### config.mk
export PLATFORM = sky130hd
export DESIGN_NAME = button_event_gen_flat
export DESIGN_NICKNAME = d
export VERILOG_FILES = /design/src/rtl/button_event_gen_if.sv /design/src/rtl/button_event_gen.sv /design/src/flat_wrapper.sv
export SDC_FILE = /design/constraint.sdc
export NUM_CORES = 1
export LEC_CHECK = 0
export CORE_UTILIZATION = 40
export DETAILED_ROUTE_END_ITERATION = 10
export HOLD_SLACK_MARGIN = 0.06
export PLACE_DENSITY_LB_ADDON = 0.12
export SLEW_MARGIN = 20
export SYNTH_ARGS = -nofsm -noshare
export SYNTH_HDL_FRONTEND = slang
export SYNTH_SLANG_ARGS = --single-unit
### constraint.sdc
create_clock -name clk -period 3.45 [get_ports clk]
set_input_delay 0.69 -clock clk [delete_from_list [all_inputs] [get_ports clk]]
set_output_delay 0.69 -clock clk [all_outputs]
set_load 0.005 [all_outputs]
### src/rtl/button_event_gen_if.sv
// Bundles the tick strobe, button level and event outputs of button_event_gen.
// The master side drives the inputs and observes the events.
// The slave side is the event generator itself.
interface button_event_gen_if;
    logic       tick_ms;
    logic       debounced_p;
    logic       press_pulse;
    logic       release_pulse;
    logic       click_pulse;
    logic       long_pulse;
    logic       repeat_pulse;
    logic       held;
    logic [7:0] click_count;

    modport master (
        output tick_ms,
        output debounced_p,
        input  press_pulse,
        input  release_pulse,
        input  click_pulse,
        input  long_pulse,
        input  repeat_pulse,
        input  held,
        input  click_count
    );

    modport slave (
        input  tick_ms,
        input  debounced_p,
        output press_pulse,
        output release_pulse,
        output click_pulse,
        output long_pulse,
        output repeat_pulse,
        output held,
        output click_count
    );
endinterface

### src/rtl/button_event_gen.sv
// Turns the debounced button level into single-cycle events for the game logic:
// press, release, short click, long press and auto-repeat while held.
// Hold time is measured in whole 1 ms strobes, so any partial millisecond
// before the first strobe is ignored. All outputs are registered.
module button_event_gen #(
    parameter int LONG_MS   = 1000,
    parameter int REPEAT_MS = 200,
    parameter int CNT_W     = 12
) (
    input  logic               clk,
    input  logic               rst,
    button_event_gen_if.slave  bus
);

    typedef enum logic [1:0] {
        IDLE  = 2'd0,
        SHORT = 2'd1,
        LONG  = 2'd2
    } state_t;

    // Terminal counts are precomputed so the comparisons are plain equality.
    // With repeat disabled the terminal is never consulted.
    localparam logic [CNT_W-1:0] LONG_TERM   = CNT_W'(LONG_MS - 1);
    localparam logic [CNT_W-1:0] REPEAT_TERM = CNT_W'((REPEAT_MS == 0) ? 0 : (REPEAT_MS - 1));
    localparam bit               REPEAT_EN   = (REPEAT_MS != 0);

    logic             w_tick;
    logic             w_level;
    logic             w_rise;
    logic             w_fall;

    logic             r_p_q;
    state_t           r_state;
    state_t           w_state_next;
    logic [CNT_W-1:0] r_cnt;
    logic [CNT_W-1:0] w_cnt_next;

    logic             w_press_next;
    logic             w_release_next;
    logic             w_click_next;
    logic             w_long_next;
    logic             w_repeat_next;
    logic             w_held_next;
    logic [7:0]       w_click_count_next;

    logic             r_press;
    logic             r_release;
    logic             r_click;
    logic             r_long;
    logic             r_repeat;
    logic             r_held;
    logic [7:0]       r_click_count;

    assign w_tick  = bus.tick_ms;
    assign w_level = bus.debounced_p;

    // Edges are taken against last cycle's level; after reset the previous
    // level reads as released, so a button already down gives a press.
    assign w_rise = w_level & ~r_p_q;
    assign w_fall = ~w_level & r_p_q;

    // Remember last cycle's level for edge detection.
    always_ff @(posedge clk or posedge rst) begin
        if (rst) begin
            r_p_q <= 1'b0;
        end else begin
            r_p_q <= w_level;
        end
    end

    // State and millisecond counter registers.
    always_ff @(posedge clk or posedge rst) begin
        if (rst) begin
            r_state <= IDLE;
            r_cnt   <= '0;
        end else begin
            r_state <= w_state_next;
            r_cnt   <= w_cnt_next;
        end
    end

    // Next state, counter and event decisions. A release always wins over a
    // coincident tick, so the terminal tick and the release never both fire.
    always_comb begin
        w_state_next       = r_state;
        w_cnt_next         = r_cnt;
        w_press_next       = 1'b0;
        w_release_next     = 1'b0;
        w_click_next       = 1'b0;
        w_long_next        = 1'b0;
        w_repeat_next      = 1'b0;
        w_click_count_next = r_click_count;

        case (r_state)
            IDLE: begin
                if (w_rise) begin
                    w_press_next = 1'b1;
                    w_cnt_next   = '0;
                    w_state_next = SHORT;
                end
            end

            SHORT: begin
                if (w_fall) begin
                    w_release_next     = 1'b1;
                    w_click_next       = 1'b1;
                    w_click_count_next = r_click_count + 8'd1;
                    w_state_next       = IDLE;
                end else if (w_tick) begin
                    if (r_cnt == LONG_TERM) begin
                        w_long_next  = 1'b1;
                        w_cnt_next   = '0;
                        w_state_next = LONG;
                    end else begin
                        w_cnt_next = r_cnt + 1'b1;
                    end
                end
            end

            LONG: begin
                if (w_fall) begin
                    w_release_next = 1'b1;
                    w_state_next   = IDLE;
                end else if (w_tick && REPEAT_EN) begin
                    if (r_cnt == REPEAT_TERM) begin
                        w_repeat_next = 1'b1;
                        w_cnt_next    = '0;
                    end else begin
                        w_cnt_next = r_cnt + 1'b1;
                    end
                end
            end

            default: begin
                w_state_next = IDLE;
                w_cnt_next   = '0;
            end
        endcase

        // Held covers the press cycle through the release cycle inclusive.
        w_held_next = (w_state_next != IDLE) | w_release_next;
    end

    // Output registers, so every event appears one cycle after its cause.
    always_ff @(posedge clk or posedge rst) begin
        if (rst) begin
            r_press       <= 1'b0;
            r_release     <= 1'b0;
            r_click       <= 1'b0;
            r_long        <= 1'b0;
            r_repeat      <= 1'b0;
            r_held        <= 1'b0;
            r_click_count <= 8'd0;
        end else begin
            r_press       <= w_press_next;
            r_release     <= w_release_next;
            r_click       <= w_click_next;
            r_long        <= w_long_next;
            r_repeat      <= w_repeat_next;
            r_held        <= w_held_next;
            r_click_count <= w_click_count_next;
        end
    end

    assign bus.press_pulse   = r_press;
    assign bus.release_pulse = r_release;
    assign bus.click_pulse   = r_click;
    assign bus.long_pulse    = r_long;
    assign bus.repeat_pulse  = r_repeat;
    assign bus.held          = r_held;
    assign bus.click_count   = r_click_count;

endmodule
### src/flat_wrapper.sv
// flat-port wrapper written by rule: the top's interface ports become plain ports
module button_event_gen_flat 
#(
    parameter int LONG_MS   = 1000,
    parameter int REPEAT_MS = 200,
    parameter int CNT_W     = 12
)
  (clk, rst, bus_tick_ms, bus_debounced_p, bus_press_pulse, bus_release_pulse, bus_click_pulse, bus_long_pulse, bus_repeat_pulse, bus_held, bus_click_count);
  button_event_gen_if bus_i ();
  input  logic clk;
  input  logic rst;
  input wire logic [$bits(bus_i.tick_ms)-1:0] bus_tick_ms;
  input wire logic [$bits(bus_i.debounced_p)-1:0] bus_debounced_p;
  output wire logic [$bits(bus_i.press_pulse)-1:0] bus_press_pulse;
  output wire logic [$bits(bus_i.release_pulse)-1:0] bus_release_pulse;
  output wire logic [$bits(bus_i.click_pulse)-1:0] bus_click_pulse;
  output wire logic [$bits(bus_i.long_pulse)-1:0] bus_long_pulse;
  output wire logic [$bits(bus_i.repeat_pulse)-1:0] bus_repeat_pulse;
  output wire logic [$bits(bus_i.held)-1:0] bus_held;
  output wire logic [$bits(bus_i.click_count)-1:0] bus_click_count;
  assign bus_i.tick_ms = bus_tick_ms;
  assign bus_i.debounced_p = bus_debounced_p;
  assign bus_press_pulse = bus_i.press_pulse;
  assign bus_release_pulse = bus_i.release_pulse;
  assign bus_click_pulse = bus_i.click_pulse;
  assign bus_long_pulse = bus_i.long_pulse;
  assign bus_repeat_pulse = bus_i.repeat_pulse;
  assign bus_held = bus_i.held;
  assign bus_click_count = bus_i.click_count;
  button_event_gen #(.LONG_MS(LONG_MS), .REPEAT_MS(REPEAT_MS), .CNT_W(CNT_W)) u_core (.clk(clk), .rst(rst), .bus(bus_i));
endmodule
After elaboration in Yosys (flattened, before gate mapping)
Index checks and enable logic that the tools add are counted.
{"block": "classes", "n_mux": 27, "div": 0, "n_addsub": 2, "n_reduce_logical": 5, "n_eq_ne": 9, "mul": 0, "n_shift": 0, "n_lt_le_gt_ge": 0, "n_bitwise": 5}
{"operator": "two-way mux 12 bit", "count": 7}
{"operator": "one-hot mux 12 bit (3 select lines)", "count": 1}
{"operator": "two-way mux 1 bit", "count": 13}
{"operator": "adder 12 x 1 -> 12 bit (second input constant)", "count": 1}
{"operator": "equality test 12 x 10 -> 1 bit (second input constant)", "count": 1}
{"operator": "equality test 12 x 8 -> 1 bit (second input constant)", "count": 1}
{"operator": "two-way mux 2 bit", "count": 5}
{"operator": "adder 8 x 1 -> 8 bit (second input constant)", "count": 1}
{"operator": "!= test 2 bit (second input constant)", "count": 4}
{"operator": "one-hot mux 2 bit (3 select lines)", "count": 1}
{"operator": "AND reduction 5 bit", "count": 1}
{"operator": "bitwise AND 1 bit", "count": 2}
{"operator": "equality test 2 x 1 -> 1 bit (second input constant)", "count": 1}
{"operator": "equality test 2 bit (second input constant)", "count": 1}
{"operator": "zero test 2 bit", "count": 1}
{"operator": "!= test 2 x 1 -> 1 bit (second input constant)", "count": 1}
{"operator": "NOT 1 bit", "count": 2}
{"operator": "AND reduction 2 bit", "count": 1}
{"operator": "nonzero test 2 bit", "count": 1}
{"operator": "OR reduction 2 bit", "count": 1}
{"operator": "bitwise OR 1 bit", "count": 1}
{"block": "word_totals", "in_bits": 4, "latchBits": 0, "ff_bits": 29, "wordCells": 58, "memories": 0, "mem_bits_ro": 0, "output_inout_bits": 14, "ram_bits": 0}

Depth between registers and ports, before layout
Gate-level depths: netlist of run 1.
{"block": "logic_depth", "depth_word": 7, "mapped_depth": 8}

Worst setup path before layout of run 1
Ideal clock, no wire load.
{"block": "synth_timing", "kind": "register to register", "from": "register u_core.r_state[0]", "to": "register u_core.r_held (netlist: u_core.bus.held)", "required_time_ns": 3.326, "path_stages_with_launch": 8, "arrival_ns": 1.824, "path_slack_ns": 1.502, "synth_period_minus_slack_ns": 1.948, "setup_ns": 0.124, "n_path_buf": 0, "path_cell_list": "dfrtp_1 -> inv_1 -> ha_1 -> or2_2 -> a21o_1 -> o211a_1 -> or2_2 -> a211o_1"}
{"block": "synth_via", "elab_chain_cells": 6}
{"element": "from (decl)", "line_no": "button_event_gen.sv:33", "source": "state_t r_state;"}
{"element": "from (signal assigned)", "line_no": "button_event_gen.sv:77", "source": "r_state <= w_state_next;"}
{"element": "two-way mux 2 bit", "line_no": "button_event_gen.sv:110", "source": "if (r_cnt == LONG_TERM) begin"}
{"element": "two-way mux 2 bit", "line_no": "button_event_gen.sv:109", "source": "end else if (w_tick) begin"}
{"element": "two-way mux 2 bit", "line_no": "button_event_gen.sv:104", "source": "if (w_fall) begin"}
{"element": "one-hot mux 2 bit (3 select lines)", "line_no": "button_event_gen.sv:94", "source": "case (r_state)"}
{"element": "nonzero test 2 bit", "line_no": "button_event_gen.sv:141", "source": "w_held_next = (w_state_next != IDLE) | w_release_next;"}
{"element": "bitwise OR 1 bit *", "line_no": "button_event_gen.sv:141"}
{"element": "net u_core.w_held_next", "line_no": "button_event_gen.sv:43", "source": "logic w_held_next;"}
{"element": "to (signal assigned)", "line_no": "button_event_gen.sv:160", "source": "r_held <= w_held_next;"}
{"element": "to (decl)", "line_no": "button_event_gen.sv:51", "source": "logic r_held;"}
The timed path passes the listed nets; every way through them passes the cells marked *.
A chain may end at the register's enable or synchronous reset.

Final worst setup path of run 1
{"block": "layout_timing", "from": "input bus_debounced_p", "to": "register u_core.r_cnt[7]"}
{"block": "layout_via", "elab_chain_cells": 4}
{"element": "from (decl)", "line_no": "flat_wrapper.sv:13", "source": "input wire logic [$bits(bus_i.debounced_p)-1:0] bus_debounced_p;"}
{"element": "NOT 1 bit", "line_no": "button_event_gen.sv:60", "source": "assign w_fall = ~w_level & r_p_q;"}
{"element": "bitwise AND 1 bit", "line_no": "button_event_gen.sv:60"}
{"element": "!= test 2 bit (no source line)"}
{"element": "AND reduction 5 bit (no source line) *"}
{"element": "to (signal assigned)", "line_no": "button_event_gen.sv:78", "source": "r_cnt <= w_cnt_next;"}
{"element": "to (decl)", "line_no": "button_event_gen.sv:35", "source": "logic [CNT_W-1:0] r_cnt;"}
Every way passes the cells marked *; elsewhere a longest branch is shown, timed or not.

==> impl_results.md, run 1 <==
- Setup WS post-layout: roughly 1.0 ns
- DIE HEIGHT: 62.7 um
- DIE AREA: approximately 3900 sq um
- Total CTS buffers: 5
- Ant. Diodes: 0
- Commonest non-fill, non-tap cells in the layout: dfrtp_1, clkdlybuf4s50_1, nand2_1, a22o_1, nor2_1
- Routed length on met3: around 96 um
- Area Growth Syn to Fin: 21.5%
- Dpl cells: between 200 and 250
- Kind of critical path: in2reg
- Fmax: between 0.4 and 0.5 GHz
- Vias in the first global route: roughly 1100
- Hold WS: ~0.50 ns
- Min cycle time layout: ~2.4 ns
- Reg2Reg Capture Point: u_core.r_cnt[7]
- Most used DFF post-synth: dfrtp_1
- # resized after CTS: 0
- Worst Reg-to-Reg Cells: 6
- First-pass GRT wire length: 5000 um
- Peak supply drop: about 0.24 mV
- Critical path origin: bus_debounced_p
- Worst Skew: 0.00314 ns
- Setup violations, final: 0
- Total number of vias: approximately 1100
- Hpwl dp: 2060 um
- Setup TNS: 0 ns
- Type of origin of the critical path: primary input
- CTS clock-pin slew for the worst setup and hold paths: around 0.06 ns
- Synth warnings: 0
- Biggest area consumer among synthesized cells: dfrtp_1
- Synthesized instance count: 143
- CTS tree: built
- GPL Wtd Cong: 0.795
- Grt total ovfl: 0
- Clock power share: 0.283
- Status: complete, no violations
- Yosys cell types: 36
- Commonest non-fill, non-tap cell in the layout: dfrtp_1
- Detail Route met2 WL: between 1000 and 1500 um
- Critical path data arrival time: about 2.6 ns
- Avg Inst Size Synth: a little over 10 sq um
- Hold buffers post-CTS: 0
- Switching Fraction: 0.320
- R2r setup slk: roughly 1.1 ns
- Layout net count: ~180
- Share of power burned in registers: 0.403
- CP Max Fanout: 10
- Met1 Wirelength: roughly 1400 um
- Final WL: ~2800 um
- Max layer used: met4
- Max-cap violations: 0
- Root buf cell: clkbuf_8
- Initial Utilization: 0.429
- Setup WS pre-CTS: ~0.75 ns
- CP Capture Type: flop
- Wirelength per Cell: around 13 um
- DR pass1 iterations: 4
- Gr usage total: 0.164
- Max stage delay on crit path: between 0.6 and 0.7 ns
- Post-CTS Setup Repair Bufs: 0
- Reg-to-reg startpoint: u_core.r_state[0]
- Syn_nets: around 150
- Synth top area cells: dfrtp_1, a22o_1, ha_1, nand2_1, nand3_1
- H-tree depth: 2
- Slew Viols, Final: 0
- Std-Cell Rows: 21
- Initial antenna violation count: 0
- Cell internal pwr: ~730 uW
- Overall Power: approximately 1.1 mW
- Core area: around 3400 sq um
- Flops & latches, synth: 29
- Worst-Skew Late Latency: between 0.2 and 0.3 ns
- Final ANT Viol Nets: 0
- RSZ-0062 raised after global routing: no
- Async set-reset flop share out of synthesis: 1.00
- Sequential area share after synthesis: 0.492
- CP endpoint: u_core.r_cnt[7]
- Slowest cell on the critical path: a22oi_1
- Io pins: 18
- Pin count of the biggest net entering global routing: 30
- Fillers: roughly 320
- Initial DRC Count: 56
- Clock sink total: 29
- Die Width: ~63 um
- Post-Layout Cell Count: approximately 210
- Fin crit share: 0.705
- Switch Pwr: 344 uW
- Required @ worst endpoint: 3.61 ns
- Relative slew slack: 0.493
- Hold Fails Final Rpt: 0
- Leak: approximately 0.84 nW
- Top cell type's share of synthesized area: 0.492
- DRC Markers: 0
- Post-synth EDFFs: 0
- Syn Std Cell Area: 1480 sq um
- PwrDens: ~600 nW/um^2
- CP cell instances: clkdlybuf4s50_1, nand2b_1, nand2_1, a22oi_1, o21ai_0, a22o_1
- Hold WC Path Type: reg2reg
- Vias per cell: 5.34
- Logic gate share of total power: 0.314
- PortBufs: 17
- Worst slew pin tran: around 0.76 ns
- Share of cells above drive strength 1: 0.108
- Max clock buf depth: 2
-- final cells by class --
class / count / area [sq um] / area share
clock buffer: 7 / 96.3 / 0.0537
clock inverter: 1 / 5.00 / 0.00279
inverter: 7 / 26.3 / 0.0147
multi-input combinational: 104 / 704 / 0.393
sequential: 29 / 726 / 0.405
tap: 46 / 57.6 / 0.0321
timing repair buffer: 18 / 178 / 0.0991
-- logic make-up (layout without fill, tap and decap cells) --
group / after synthesis / count (layout) / share of synthesized area
muxes: 2 / 2 / 0.0153
AOI/OAI and AO/OA: 29 / 29 / 0.145
xor gates and xnor gates: 7 / 7 / 0.0416
buffers and inverters: 10 / 33 / 0.0305
and+or+nand+nor: 60 / 60 / 0.225
adders and majority gates: 6 / 6 / 0.0509
DFF: 29 / 29 / 0.492
-- power by group through the flow --
stage               combinational [mW]  clock (mW)  sequential [mW]
floorplan                        0.222           0            0.436
global placement                 0.333           0            0.436
detailed placement               0.336           0            0.439
CTS                              0.339       0.313            0.433
global route                     0.381       0.326            0.441
finish                           0.337       0.304            0.433
-- state kept, by name, summed over array words and instances, names as in the netlist --
name                      flops
u_core.r_cnt                 12
u_core.bus.click_count        8
u_core.r_state                2
u_core.bus.click_pulse        1
u_core.bus.held               1
u_core.bus.long_pulse         1
u_core.bus.press_pulse        1
u_core.bus.release_pulse      1
u_core.bus.repeat_pulse       1
u_core.r_p_q                  1
-- worst min-delay path by stage --
| stage | start | to | slack (ns) | depth (start not counted) |
|---|---|---|---|---|
| after floorplan | u_core.bus.click_count[7] | u_core.bus.click_count[7] | 0.47 | 1 |
| after global placement | u_core.bus.click_count[7] | u_core.bus.click_count[7] | 0.46 | 1 |
| after detailed placement | u_core.bus.click_count[6] | u_core.bus.click_count[6] | 0.49 | 1 |
| after CTS | u_core.bus.click_count[6] | u_core.bus.click_count[6] | 0.50 | 1 |
| after global routing | u_core.bus.click_count[6] | u_core.bus.click_count[6] | 0.51 | 1 |
| final | u_core.bus.click_count[6] | u_core.bus.click_count[6] | 0.50 | 1 |
-- critical path, delay by kind of cell --
kind | cells | cell delay, ns
AO/OA/AOI/OAI | 3 | 1.11
buffers and inverters | 1 | 0.51
AND/OR/NAND/NOR | 2 | 0.28
-- routing by layer --
| metal | vias up | track usage |
|---|---|---|
| met1 | 553 | 0.229 |
| li1 | 555 | - |
| met4 | 0 | 0.0436 |
| met3 | 4 | 0.0566 |
| met2 | 21 | 0.240 |
| met5 | - | 0 |
-- cells in the mapped netlist, drive strengths merged, types with 2 or more instances --
| master | number |
|---|---|
| dfrtp | 29 |
| nor2b | 4 |
| nor3 | 3 |
| nor2 | 11 |
| nand2b | 2 |
| and3b | 2 |
| xnor2 | 3 |
| nor3b | 2 |
| nand3 | 8 |
| o21ai | 10 |
| clkbuf | 2 |
| nor4 | 5 |
| a22o | 10 |
| ha | 6 |
| mux2 | 2 |
| inv | 7 |
| xor2 | 4 |
| or2 | 2 |
| and3 | 4 |
| a211o | 2 |
| nand2 | 12 |
| a21oi | 2 |
-- per-stage QoR --
stage | utilization | instance area, sq um
finish | 0.521 | 1790
floorplan | - | 1480
detailed placement | 0.491 | 1690
global route | 0.521 | 1790
CTS | 0.521 | 1790
global placement | 0.491 | 1690
(Power assumes the default switching activity.)
==> inputs of run 2 (changes only) <==
Clock period 3.45 ns to 2.25 ns, I/O delays scaled along.
==> run 2 against run 1 <==
Effect of this change:
- clock-buffer cell count is 1 lower
- design area is 3.6% higher
- routed wire length is 1.8% higher
- setup slack worse by 0.86 ns
- worst hold slack worse by 0.022 ns
- critical path type is now reg2reg
- combinational power is 67% higher
- power is 66% higher
- critical path depth stayed put
- sequential power is 53% higher
- via count is 0.53% higher
- register-to-register slack worse by 0.98 ns
- cell count is 2.8% higher
==> impl_results.md, run 2 (synthesized netlist as in run 1, its figures left out) <==
- Status: complete, no violations
- Layout net count: 181 (+3.4%)
- Fillers: 321 (+1.9%)
- Hold buffers post-CTS: 0 (unchanged)
- Initial DRC Count: 66 (+18%)
- Kind of critical path: reg2reg
- Post-CTS Setup Repair Bufs: 0 (unchanged)
- Max clock buf depth: 2 (unchanged)
- Pin count of the biggest net entering global routing: 30 (unchanged)
- DIE HEIGHT: 62.7 um (unchanged)
- Largest register FFs: 12 (unchanged)
- Register name with the most flops: u_core.r_cnt
- Type of origin of the critical path: flop
- Final ANT Viol Nets: 0 (unchanged)
- CP Buf/Inv Count: 1 (unchanged)
- Std-Cell Rows: 21 (unchanged)
- Core area: 3440 sq um (unchanged)
- Initial Utilization: 0.429 (unchanged)
- Hold Fails Final Rpt: 0 (unchanged)
- Io pins: 18 (unchanged)
- Worst-Skew Late Latency: 0.28 ns (about the same)
- RSZ-0062 raised after global routing: no
- Fin crit share: 0.930
- Hold WC Path Type: reg2reg
- Setup violations, final: 0 (unchanged)
- Ant. Diodes: 0 (unchanged)
- # resized after CTS: 0 (unchanged)
- PwrDens: 958 nW/um^2 (+60%)
- Worst Skew: 0.00652 ns (+0.00339 ns)
- Total number of vias: 1139 (+0.53%)
- Slowest cell on the critical path: or4b_1
- Leak: 0.873 nW (+4.1%)
- Required @ worst endpoint: 2.42 ns (-1.19 ns)
- Commonest non-fill, non-tap cells in the layout: dfrtp_1, clkdlybuf4s50_1, nand2_1, a22o_1, nor2_1
- Slew Viols, Final: 0 (unchanged)
- Min cycle time layout: around 2.1 ns
- Vias in the first global route: 1134 (+6.2%)
- Peak supply drop: 0.391 mV (+65%)
- Clock sink total: 29 (unchanged)
- Area Growth Syn to Fin: 25.9%
- Setup TNS: 0 ns (unchanged)
- CP cell instances: or4b_1, nor4b_2, o32a_2, nor2_2, buf_4, mux2_2
- Worst slew pin tran: 0.416 ns (-0.345 ns)
- Largest delay contributor family on the critical path: simple AND/OR/NAND/NOR gates
- Commonest non-fill, non-tap cell in the layout: dfrtp_1
- CTS clock-pin slew for the worst setup and hold paths: 0.06 ns (about the same)
- Die Width: 62.7 um (unchanged)
- Hpwl dp: 2130 um (+3.3%)
- Relative slew slack: 0.720 (+0.228)
- DIE AREA: 3940 sq um (unchanged)
- First-pass GRT wire length: 5110 um (+2.2%)
- Vias per cell: 5.22 (-2.2%)
- PortBufs: 17 (unchanged)
- CTS tree: built
- Initial antenna violation count: 0 (unchanged)
- DR pass1 iterations: 4 (unchanged)
- Wirelength per Cell: 13.2 um (-0.97%)
- H-tree depth: 2 (unchanged)
- Max stage delay on crit path: 0.58 ns (-0.03 ns)
- GPL Wtd Cong: 0.867 (+9.1%)
- DRC Markers: 0 (unchanged)
- Gr usage total: 0.170 (+0.00575)
- Root buf cell: clkbuf_8
- Total CTS buffers: 5 (unchanged)
- Final WL: 2880 um (+1.8%)
- CP Capture Type: flop
- CP Max Fanout: 10 (unchanged)
- Final core occ: 0.539 (+0.0185)
- Share of cells above drive strength 1: 0.140 (+0.0311)
- Grt total ovfl: 0 (unchanged)
- Max-cap violations: 0 (unchanged)
- Fmax: between 0.4 and 0.5 GHz
- Critical path data arrival time: 2.26 ns (-0.34 ns)
-- run 2: path summary, 6_finish.rpt --
path	from	to	slack, ns	cells after the start
worst max-delay path	u_core.r_cnt[10]	u_core.r_cnt[0]	0.16	6
worst min-delay path	u_core.bus.click_count[7]	u_core.bus.click_count[7]	0.48	1
worst max register to register	u_core.r_cnt[10]	u_core.r_cnt[0]	0.16	6
worst min register to register	u_core.bus.click_count[7]	u_core.bus.click_count[7]	0.48	1
max in group asynchronous	rst	u_core.bus.release_pulse	1.42	3
min in group asynchronous	rst	u_core.bus.click_count[7]	0.56	3
-- run 2: final cells by class --
| cell class | count | area [sq um] | share of cell area |
|---|---|---|---|
| clock buffers | 6 | 82.6 | 0.0445 |
| flip-flops and latches | 29 | 726 | 0.391 |
| well taps | 46 | 57.6 | 0.0310 |
| repair buffers | 24 | 223 | 0.120 |
| inverters | 7 | 26.3 | 0.0142 |
| multi-input cells | 104 | 704 | 0.379 |
| clock inverters | 2 | 37.5 | 0.0202 |
-- run 2: per-layer routing --
metal | track usage | wire [um] | up-vias | part of all wire
li1 | - | - | 566 | -
met1 | 0.216 | 1420 | 543 | 0.49
met2 | 0.268 | 1280 | 23 | 0.45
met3 | 0.0511 | 128 | 7 | 0.044
met4 | 0.0698 | 51 | 0 | 0.018
met5 | 0 | 0 | - | 0
-- run 2: through the flow --
| stage | cells | power, mW | hold WS (ns) | setup slack [ns] | instance area (sq um) |
|---|---|---|---|---|---|
| global route | 218 | 1.90 | 0.500 | 0.0267 | 1860 |
| CTS | 218 | 1.81 | 0.480 | 0.150 | 1860 |
| finish | 218 | 1.78 | 0.477 | 0.158 | 1860 |
| floorplan | 143 | 1.01 | 0.468 | 0.302 | 1480 |
| detailed placement | 210 | 1.24 | 0.471 | 0.108 | 1740 |
| global placement | 210 | 1.22 | 0.461 | 0.128 | 1740 |
-- run 2: power breakdown --
part / internal (mW) / switching [mW]
Clock: 0.359 / 0.194
Sequential: 0.597 / 0.0668
Combinational: 0.283 / 0.279
Total: 1.24 / 0.540
